**config.mk**
```make
export PLATFORM = sky130hd
export DESIGN_NAME = decoder_scan_n
export DESIGN_NICKNAME = d
export VERILOG_FILES = /design/src/rtl/decoder_scan_pkg.sv /design/src/rtl/decoder_scan_presc.sv /design/src/rtl/decoder_scan_n.sv
export SDC_FILE = /design/constraint.sdc
export NUM_CORES = 1
export LEC_CHECK = 0
export CORE_UTILIZATION = 39
export CTS_BUF_LIST = sky130_fd_sc_hd__clkbuf_4 sky130_fd_sc_hd__clkbuf_8
export DETAILED_ROUTE_END_ITERATION = 8
export GPL_TIMING_DRIVEN = 0
export PLACE_DENSITY = 0.73
export SLEW_MARGIN = 15
export SYNTH_ARGS = -nofsm -noshare
export SYNTH_HDL_FRONTEND = slang
export SYNTH_SLANG_ARGS = --single-unit
```
**constraint.sdc**
```tcl
create_clock -name i_clk -period 5.95 [get_ports i_clk]
set_clock_uncertainty 0.2 [all_clocks]
set_input_delay 0.8925 -clock i_clk [delete_from_list [all_inputs] [get_ports i_clk]]
set_output_delay 0.8925 -clock i_clk [all_outputs]
set_load 0.01 [all_outputs]
```
**src/rtl/decoder_scan_pkg.sv**
```systemverilog
// rtl/decoder_scan_pkg.sv - shared state enum, strobe helper and all-off constant for decoder_scan_n
package decoder_scan_pkg;

  localparam int MAX_OUT_N = 256;

  typedef logic [MAX_OUT_N-1:0] wide_t;

  typedef enum logic [1:0] {
    DIRECT = 2'd0,
    SCAN   = 2'd1,
    BLANK  = 2'd2
  } state_t;

  localparam wide_t ALL_OFF = '1;

  // Callers slice the low 2**SEL_W bits; supports SEL_W up to 8.
  function automatic wide_t onehot_n(input int idx);
    return ~(wide_t'(1) << idx);
  endfunction

endpackage

```
**src/rtl/decoder_scan_presc.sv**
```systemverilog
// rtl/decoder_scan_presc.sv - scan-rate prescaler with clear, hold and terminal-count pulse
module decoder_scan_presc
  import decoder_scan_pkg::*;
#(
  parameter int DIV_W = 16
) (
  input  logic             i_clk,
  input  logic             i_rst,
  input  logic             i_clr,
  input  logic             i_run,
  input  logic [DIV_W-1:0] i_div,
  output logic             o_tc
);

  logic [DIV_W-1:0] cnt_q, cnt_d;
  logic             tc;

  // >= so a live lowering of i_div below the running count still terminates
  assign tc   = i_run && !i_clr && (cnt_q >= i_div);
  assign o_tc = tc;

  always_comb begin
    cnt_d = cnt_q;
    if (i_clr) begin
      cnt_d = '0;
    end else if (i_run) begin
      cnt_d = tc ? '0 : cnt_q + DIV_W'(1);
    end
  end

  always_ff @(posedge i_clk) begin
    if (i_rst) begin
      cnt_q <= '0;
    end else begin
      cnt_q <= cnt_d;
    end
  end

endmodule

```
**src/rtl/decoder_scan_n.sv**
```systemverilog
// rtl/decoder_scan_n.sv - registered active-low one-of-N decoder with auto-scan; DECODER_SCAN_BLANK_EN adds a blank cycle per step
module decoder_scan_n
  import decoder_scan_pkg::*;
#(
  parameter int SEL_W = 3,
  parameter int DIV_W = 16
) (
  input  logic                  i_clk,
  input  logic                  i_rst,
  input  logic                  i_en,
  input  logic                  i_mode,
  input  logic [SEL_W-1:0]      i_sel,
  input  logic [DIV_W-1:0]      i_div,
  input  logic [SEL_W-1:0]      i_last,
  output logic [(2**SEL_W)-1:0] o_y,
  output logic [SEL_W-1:0]      o_idx,
  output logic                  o_tick
);

  localparam int                 OUT_N = 2**SEL_W;
  localparam logic [OUT_N-1:0]   Y_OFF = ALL_OFF[OUT_N-1:0];

  state_t             state_q, state_d;
  logic [SEL_W-1:0]   idx_q, idx_d, idx_nxt;
  logic [OUT_N-1:0]   y_q, y_d;
  logic               tick_q, tick_d;
  logic               presc_clr, presc_run, presc_tc;

  function automatic logic [OUT_N-1:0] strobe(input logic [SEL_W-1:0] idx);
    wide_t w;
    w = onehot_n(int'(idx));
    return w[OUT_N-1:0];
  endfunction

  decoder_scan_presc #(.DIV_W(DIV_W)) u_presc (
    .i_clk (i_clk),
    .i_rst (i_rst),
    .i_clr (presc_clr),
    .i_run (presc_run),
    .i_div (i_div),
    .o_tc  (presc_tc)
  );

  // >= so lowering i_last below the current index wraps on the next advance
  assign idx_nxt = (idx_q >= i_last) ? '0 : idx_q + SEL_W'(1);

  always_comb begin
    state_d   = state_q;
    idx_d     = idx_q;
    y_d       = y_q;
    tick_d    = 1'b0;
    presc_clr = 1'b0;
    presc_run = 1'b0;
    if (!i_mode) begin
      state_d   = DIRECT;
      presc_clr = 1'b1;
      idx_d     = i_sel;
      y_d       = i_en ? strobe(i_sel) : Y_OFF;
    end else if (state_q == DIRECT) begin
      state_d   = SCAN;
      presc_clr = 1'b1;
      idx_d     = '0;
      y_d       = i_en ? strobe('0) : Y_OFF;
    end else begin
      case (state_q)
        SCAN: begin
          presc_run = i_en;
          if (!i_en) begin
            y_d = Y_OFF;
          end else if (presc_tc) begin
`ifdef DECODER_SCAN_BLANK_EN
            state_d = BLANK;
            y_d     = Y_OFF;
`else
            idx_d   = idx_nxt;
            y_d     = strobe(idx_nxt);
            tick_d  = 1'b1;
`endif
          end else begin
            y_d = strobe(idx_q);
          end
        end
`ifdef DECODER_SCAN_BLANK_EN
        BLANK: begin
          if (!i_en) begin
            y_d = Y_OFF;
          end else begin
            state_d = SCAN;
            idx_d   = idx_nxt;
            y_d     = strobe(idx_nxt);
            tick_d  = 1'b1;
          end
        end
`endif
        default: state_d = DIRECT;
      endcase
    end
  end

  always_ff @(posedge i_clk) begin
    if (i_rst) begin
      state_q <= DIRECT;
      idx_q   <= '0;
      y_q     <= Y_OFF;
      tick_q  <= 1'b0;
    end else begin
      state_q <= state_d;
      idx_q   <= idx_d;
      y_q     <= y_d;
      tick_q  <= tick_d;
    end
  end

  assign o_y    = y_q;
  assign o_idx  = idx_q;
  assign o_tick = tick_q;

endmodule

```
* After elaboration in Yosys (flattened, before gate mapping) *
Cells that the tools add are included.

word-level totals
  output and inout port bits = 12
  word-level logic and storage cells = 52
  register bits after elaboration = 29

operators by class
  muxes and demuxes = 22
  equality and inequality tests = 4
  reductions and logical operators = 8
  add/sub/neg operators = 2
  bitwise gates (word level) = 6
  shift-type cells = 3
  magnitude comparators = 2

operator list
  cell                                              count
  two-way mux 8 bit                                 6
  NOT 8 bit                                         3
  << shifter 1 x 3 -> 8 bit (first input constant)  3
  two-way mux 3 bit                                 6
  adder 16 x 1 -> 16 bit (second input constant)    1
  greater-or-equal comparator 16 bit                1
  two-way mux 16 bit                                1
  two-way mux 1 bit                                 9
  != test 3 x 1 -> 1 bit (second input constant)    2
  OR reduction 5 bit                                1
  OR reduction 2 bit                                2
  adder 3 x 1 -> 3 bit (second input constant)      1
  greater-or-equal comparator 3 bit                 1
  != test 3 x 2 -> 1 bit (second input constant)    1
  NOT 1 bit                                         3
  AND reduction 3 bit                               1
  logical AND 1 bit                                 2
  logical NOT 2 bit                                 1
  != test 2 bit (second input constant)             1
  logical NOT 1 bit                                 1

* Logic depth before layout (Yosys ltp) *
Gate-level depths: netlist of the first run.

  depth after elaboration = 11
  mapped depth = 10
  gate-level depth less buffers = 8

* Cells and area by module *
A second synthesis of the first run with hierarchy kept.

second synthesis, totals
  cell total of the unflattened synthesis = 246
  area total of the unflattened synthesis = 2008.2 µm²

modules (own cells, without submodules)
  module              cells an instance  instances  area an instance (µm²)
  decoder_scan_presc  140                1          1137.3
  decoder_scan_n      106                1          870.8

* Worst setup path after synthesis of the first run *
Ideal clock, no wire load.

  path kind = input to register
  start point = input i_div[13]
  end point = register u_presc.cnt_q[4]
  slack = 2.958 ns
  arrival = 2.730 ns
  path buffers = 2
  stages on the path = 10
  setup time = 0.062 ns
  required time = 5.688 ns
  cells stage by stage = inv_1 ha_1 a21oi_1 o21ai_1 nor4_4 a31oi_4 or3_1 buf_2 buf_6 nor2_2

on the way
  word-level cells in the longest chain between the ends = 3

RTL lines
  element                             line                      source
  from (decl)                         decoder_scan_n.sv:13      input logic [DIV_W-1:0] i_div,
  greater-or-equal comparator 16 bit  decoder_scan_presc.sv:19  assign tc = i_run && !i_clr && (cnt_q >= i_div);
  logical AND 1 bit                   decoder_scan_presc.sv:19
  two-way mux 16 bit                  decoder_scan_presc.sv:27  cnt_d = tc ? '0 : cnt_q + DIV_W'(1);
  to (signal assigned)                decoder_scan_presc.sv:35  cnt_q <= cnt_d;
  to (decl)                           decoder_scan_presc.sv:15  logic [DIV_W-1:0] cnt_q, cnt_d;

No other way between the ends.
A chain may end at the register's enable or synchronous reset.

* Final worst setup path of the first run *
  start point = input i_div[13]
  end point = register u_presc.cnt_q[0]

Same word-level chain as after synthesis.

==> results of run 1 <==
-- final cells by class --
type                            instances  area, sq um
Tap cell                               67        83.83
Clock inverter                          2        10.01
Timing Repair Buffer                   37        370.4
Clock buffer                            6        76.32
Multi-Input combinational cell        184         1303
Buffer                                  8        40.04
Fill cell                             461         2287
Inverter                               26        97.59
Sequential cell                        29        580.6
-- cell usage in the layout, fill, tap and decap left out, types with 4 or more instances in the layout --
cell type        instances
xor2_1                  12
nor3_1                   9
nand3_1                 10
a21oi_1                 12
ha_1                    26
nor2_1                  12
clkbuf_1                 5
nor2b_1                  5
nand2_1                 24
o21ai_0                  7
nor4_1                   4
clkbuf_8                 5
clkdlybuf4s50_1         37
dfxtp_1                 29
inv_1                   26
nor2_2                  10
nand4_1                  7
-- metrics by stage --
step	total power [mW]	setup WS (ns)	util [%]	hold WS [ns]
2_1_floorplan	0.2368	2.958	-	0.2697
3_3_place_gp	0.2674	2.278	51.05	0.2958
3_5_place_dp	0.2680	2.270	51.05	0.3024
4_1_cts	0.4299	2.537	52.83	0.3118
5_1_grt	0.4475	2.325	52.83	0.3445
6_report	0.4236	2.521	52.83	0.3092
-- worst register-to-register path: stages (launching register included) --
cell	delay [ns]
dfxtp_1	0.37
clkbuf_1	0.29
inv_1	0.20
ha_1	0.31
nor2b_1	0.13
o211ai_1	0.23
nor4b_1	0.51
o21ai_0	0.15
a31o_2	0.26
-- where the power goes --
part	total [mW]	leakage (nW)	switching, mW	internal [mW]
registers	0.200	0.235	0.00286	0.197
logic	0.0646	0.745	0.0318	0.0328
clock network	0.159	0.0484	0.0740	0.0854
-- logic make-up (layout without fill, tap and decap cells) --
kind of cell	count (synthesis)	in the layout	synth area share [%]
AO/OA/AOI/OAI	43	43	14.61
multiplexers	1	1	0.4954
AND/OR/NAND/NOR	100	100	27.18
adder cells (fa/ha/maj)	26	26	16.10
XOR/XNOR	14	14	6.068
buffers and inverters	34	79	6.811
flip-flops	29	29	28.73
-- path summary, 6_finish.rpt --
kind | endpoint | cells after the start | slack, ns
hold reg to reg | u_presc.cnt_q[1] | 2 | 0.31
setup / recovery | u_presc.cnt_q[0] | 9 | 2.52
hold / removal | u_presc.cnt_q[1] | 2 | 0.31
setup reg to reg | o_y[7] | 8 | 3.18
-- metal layers --
layer	part of all wire (%)	vias to the layer above
li1	-	953
met1	49	821
met2	44	43
met3	4.3	10
met4	2.0	0
met5	0	-
-- state kept, by name, indices dropped and copies added, names as in the netlist --
name           cells
o_tick             1
o_idx              3
state_q            1
o_y                8
u_presc.cnt_q     16
==> key figures, run 1 <==
Status
  – Status: completed

Placed design
  – Cells after DPL: 351
  – Placed cell area: 2475 sq um
  – I/O Buffers: 37
  – Routability congestion estimate: 0.9214
  – HPWL after DPL: 3413 um

CTS
  – CTS Root Cell: clkbuf_8
  – Clock Tree Buf Depth: 2
  – Clock Sinks: 29
  – Cells resized by post-CTS repair: 0
  – Clk slew on worst S/H paths: 0.06 ns
  – Total CTS buffers: 5
  – Post-CTS Setup Inserts: 0
  – H-tree Lvls: 2
  – TritonCTS clock tree: done
  – Latest clock arrival within the worst-skew pair: 0.28 ns
  – Hold buffer count at CTS: 0

Logic synthesis
  – Leading area contributor after synthesis: dfxtp_1
  – Number of distinct library cells after synthesis: 44
  – Synth Net Count: 299
  – Post-synthesis instance total: 247
  – Synth Cell Area: 2021 sq um
  – Most common cell in the netlist: dfxtp_1
  – Yosys warning count: 0
  – Top cells by count, synth: 29 x dfxtp_1, 26 x ha_1, 26 x inv_1
  – Top cell type's share of synthesized area: 28.73%
  – Synthesis-stage register bit count: 29
  – Predominant post-synthesis flop cell: dfxtp_1
  – Sequential area share after synthesis: 28.73%
  – Synth top area cells: dfxtp_1 29%, ha_1 16%, xor2_1 5.2%, inv_1 4.8%, nand2_1 4.5%
  – Mean Syn Cell Area: 8.181 sq um
  – Async S/R FF share, synth: 0%
  – Post-synth EDFFs: 0

STA
  – Slew @ Worst Pin: 0.4963 ns
  – Fin. max-slew vios: 0
  – # setup viols final: 0
  – Max frequency: 291.6 MHz
  – Fraction of the cycle the final worst path needs: 57.64%
  – Final Hold Viols: 0
  – Rel. slew slack: 66.45%
  – Crit path time final: 3.429 ns
  – RSZ-0062 raised after global routing: false
  – Setup TNS: 0 ns

Die
  – # IOs: 38
  – Core region area: 4848 sq um
  – Die area: 5473 sq um
  – Die width: 73.98 um
  – Initial Utilization: 41.68%
  – Row count: 25
  – Die Y: 73.98 um

GRT
  – Grt met3 use: 4.065%
  – Total GRT Usage: 18.84%
  – First-pass GRT wire length: 7879 um
  – GRT overflow: 0
  – Global Route met1 Usage: 26.47%
  – Gr busiest metal: met2
  – Vias in the first global route: 1764
  – Met2 GRT Util: 27.78%
  – Largest net degree at the start of global routing: 11
  – Initial antenna violation count: 0

Setup path
  – Type of origin of the critical path: primary input
  – CP required: 5.94 ns
  – Delay-heaviest family, CP: simple AND/OR/NAND/NOR gates
  – Crit path buffers/inverters: 2
  – Slowest cell on crit path: nor4_4
  – Cell Chain, Critical Path: clkdlybuf4s50_1, inv_1, ha_1, a21oi_1, o21ai_1, nor4_4, nand3_1, or3_1, a211oi_1
  – Crit path launch: i_div[13]
  – Critical Path Sink Type: flip-flop
  – Crit path largest cell delay: 0.48 ns
  – Worst EP arrival: 3.42 ns
  – CP Max Fanout: 7
  – Reg-to-reg critical path startpoint: o_idx[0]
  – Crit path kind: primary input to flip-flop

Finish
  – Non-filler cells, final: 359
  – Area Overhead vs Synth: 26.75%
  – Share of layout cells above drive strength 1: 8.562%
  – Finished layout cell area: 2561 sq um
  – Post-layout nets: 343
  – ANT cells: 0

Min path
  – Beginning of the worst hold path: u_presc.cnt_q[1]
  – Hold Path Class: flip-flop to flip-flop

Detailed routing
  – Detailed Route WL: 4411 um
  – DRC viols: 0
  – Via total after detailed routing: 1827
  – Initial detailed-routing violation count: 125
  – Post-route ant nets: 0
  – DRT Pass-1 Iters: 5
  – Vias per inst: 5.089
  – DR WL/cell: 12.29 um

Run
  – Number of max-cap violations: 0

Power
  – Maximum VDD drop: 0.06459 mV
  – P_leak: 1.029 nW
  – PD cells: 165.4 nW/um^2
Note: power is estimated with default switching activity, not from simulation.
==> run 2, diff against run 1 <==
PLACE_DENSITY = 0.75   (was 0.73)
clock period = 2.9 ns   (was 5.95 ns; I/O delays follow)
==> key figures, run 2 (synthesis results as in run 1) <==
Setup path
  – Crit path kind: flip-flop to flip-flop
  – Crit Reg-Reg Endpoint: o_y[7]
  – Reg-to-reg critical path startpoint: o_idx[0]
  – CP required: 2.88 ns
  – R2r setup slk: 0.12 ns
  – Worst EP arrival: 2.76 ns
  – Critical Path Sink Type: flip-flop
  – Cells on worst reg2reg path: 8
  – Type of origin of the critical path: flip-flop
  – CP Max Fanout: 8

Power
  – PD cells: 333.7 nW/um^2
  – P_leak: 1.091 nW
  – Overall power: 0.8848 mW
  – Maximum VDD drop: 0.1533 mV

CTS
  – H-tree Lvls: 2
  – Clock Sinks: 29
  – TritonCTS clock tree: done
  – Clock Tree Buf Depth: 2
  – Latest clock arrival within the worst-skew pair: 0.29 ns
  – Total CTS buffers: 5
  – Clk slew on worst S/H paths: 0.06 ns
  – CTS Root Cell: clkbuf_8

Status
  – Status: completed

GRT
  – Vias in the first global route: 1697
  – Initial antenna violation count: 0
  – First-pass GRT wire length: 7797 um
  – GRT overflow: 0
  – Total GRT Usage: 19.04%
  – Largest net degree at the start of global routing: 11

STA
  – # setup viols final: 0
  – Final setup margin: 0.1201 ns
  – Max frequency: 359.7 MHz
  – Rel. slew slack: 61.66%
  – Slew @ Worst Pin: 0.5691 ns
  – Fraction of the cycle the final worst path needs: 95.86%
  – Fin. max-slew vios: 0
  – Final Hold Viols: 0
  – Crit path time final: 2.780 ns
  – RSZ-0062 raised after global routing: false

Die
  – Initial Utilization: 41.68%
  – Die area: 5473 sq um
  – Die width: 73.98 um
  – Row count: 25
  – Core region area: 4848 sq um
  – Die Y: 73.98 um
  – # IOs: 38

Finish
  – Area Overhead vs Synth: 31.21%
  – Most common cell after layout, fill and taps aside: clkdlybuf4s50_1
  – Biggest register: u_presc.cnt_q
  – Share of layout cells above drive strength 1: 12.16%
  – Largest register FFs: 16
  – Non-filler cells, final: 363
  – Fin util: 54.68%
  – ANT cells: 0
  – Post-layout nets: 347
  – Highest-count cells in the layout ignoring fill and taps: 37 x clkdlybuf4s50_1, 29 x dfxtp_1, 26 x inv_1, 25 x ha_1, 23 x nand2_1

Placed design
  – HPWL after DPL: 3541 um
  – I/O Buffers: 37
  – Cells after DPL: 351
  – Pre-CTS setup slack: -0.3342 ns
  – Routability congestion estimate: 0.9345

Detailed routing
  – Post-route ant nets: 0
  – DR WL/cell: 13.35 um
  – Via total after detailed routing: 1909
  – DRT Pass-1 Iters: 4
  – DRC viols: 0
  – Initial detailed-routing violation count: 185
  – Detailed Route WL: 4846 um
  – Vias per inst: 5.259

Min path
  – Hold depth: 2
  – Hold Path Class: flip-flop to flip-flop
  – Worst Hold Path EP: u_presc.cnt_q[1]
  – Beginning of the worst hold path: u_presc.cnt_q[1]

Run
  – Number of max-cap violations: 0
==> run 2: worst max-delay path by stage <==
stage | startpoint | end | depth (start not counted)
2_1_floorplan | i_div[13] | u_presc.cnt_q[4] | 10
3_3_place_gp | i_div[15] | u_presc.cnt_q[13] | 11
5_1_grt | i_div[13] | u_presc.cnt_q[7] | 12
3_5_place_dp | i_div[15] | u_presc.cnt_q[8] | 11
6_report | o_idx[0] | o_y[7] | 8
4_1_cts | i_div[13] | u_presc.cnt_q[6] | 12
==> run 2: repair_timing <==
action,in CTS,in global routing
hold buffers,0,0
buffers inserted,1,3
pin swaps,1,4
resized for setup,1,11
endpoints found under the setup margin,11,23
==> run 2: area by class of cell <==
cell class	instances	area, sq um
clock buffers	6	76.32
repair buffers	41	404.1
flip-flops and latches	29	580.6
fillers	459	2197
multi-input cells	184	1356
plain buffers	8	42.54
inverters	26	97.59
clock inverters	2	10.01
well taps	67	83.83
==> run 2: report_power, final <==
group	internal (mW)	total, mW	switching [mW]
clock network	0.175	0.337	0.162
registers	0.404	0.410	0.00583
logic	0.0691	0.138	0.0691
total	0.648	0.885	0.237
==> run 2: routing by layer <==
layer  track usage (%)  vias up  wire length, um
met3             5.014       13              310
met2             28.28       64             2206
li1                  -      968                -
met1             25.50      864             2216
met4             9.402        0              113
met5                 0        -                0
==> run 2: stage by stage <==
stage	TNS, ns	hold WS, ns	cell area [sq um]
2_1_floorplan	0	0.2697	2021
3_3_place_gp	-5.510	0.2974	2475
3_5_place_dp	-6.327	0.2975	2475
4_1_cts	0	0.3070	2574
5_1_grt	0	0.3422	2651
6_report	0	0.3043	2651
==> run 2: critical path: stages, from the launching register on <==
cell and delay (ns):
dfxtp_1 0.37, clkbuf_1 0.31, inv_1 0.21, ha_1 0.32, nor2b_1 0.14, o211ai_1 0.24, nor4b_1 0.49, o21ai_0 0.14
a31o_2 0.25
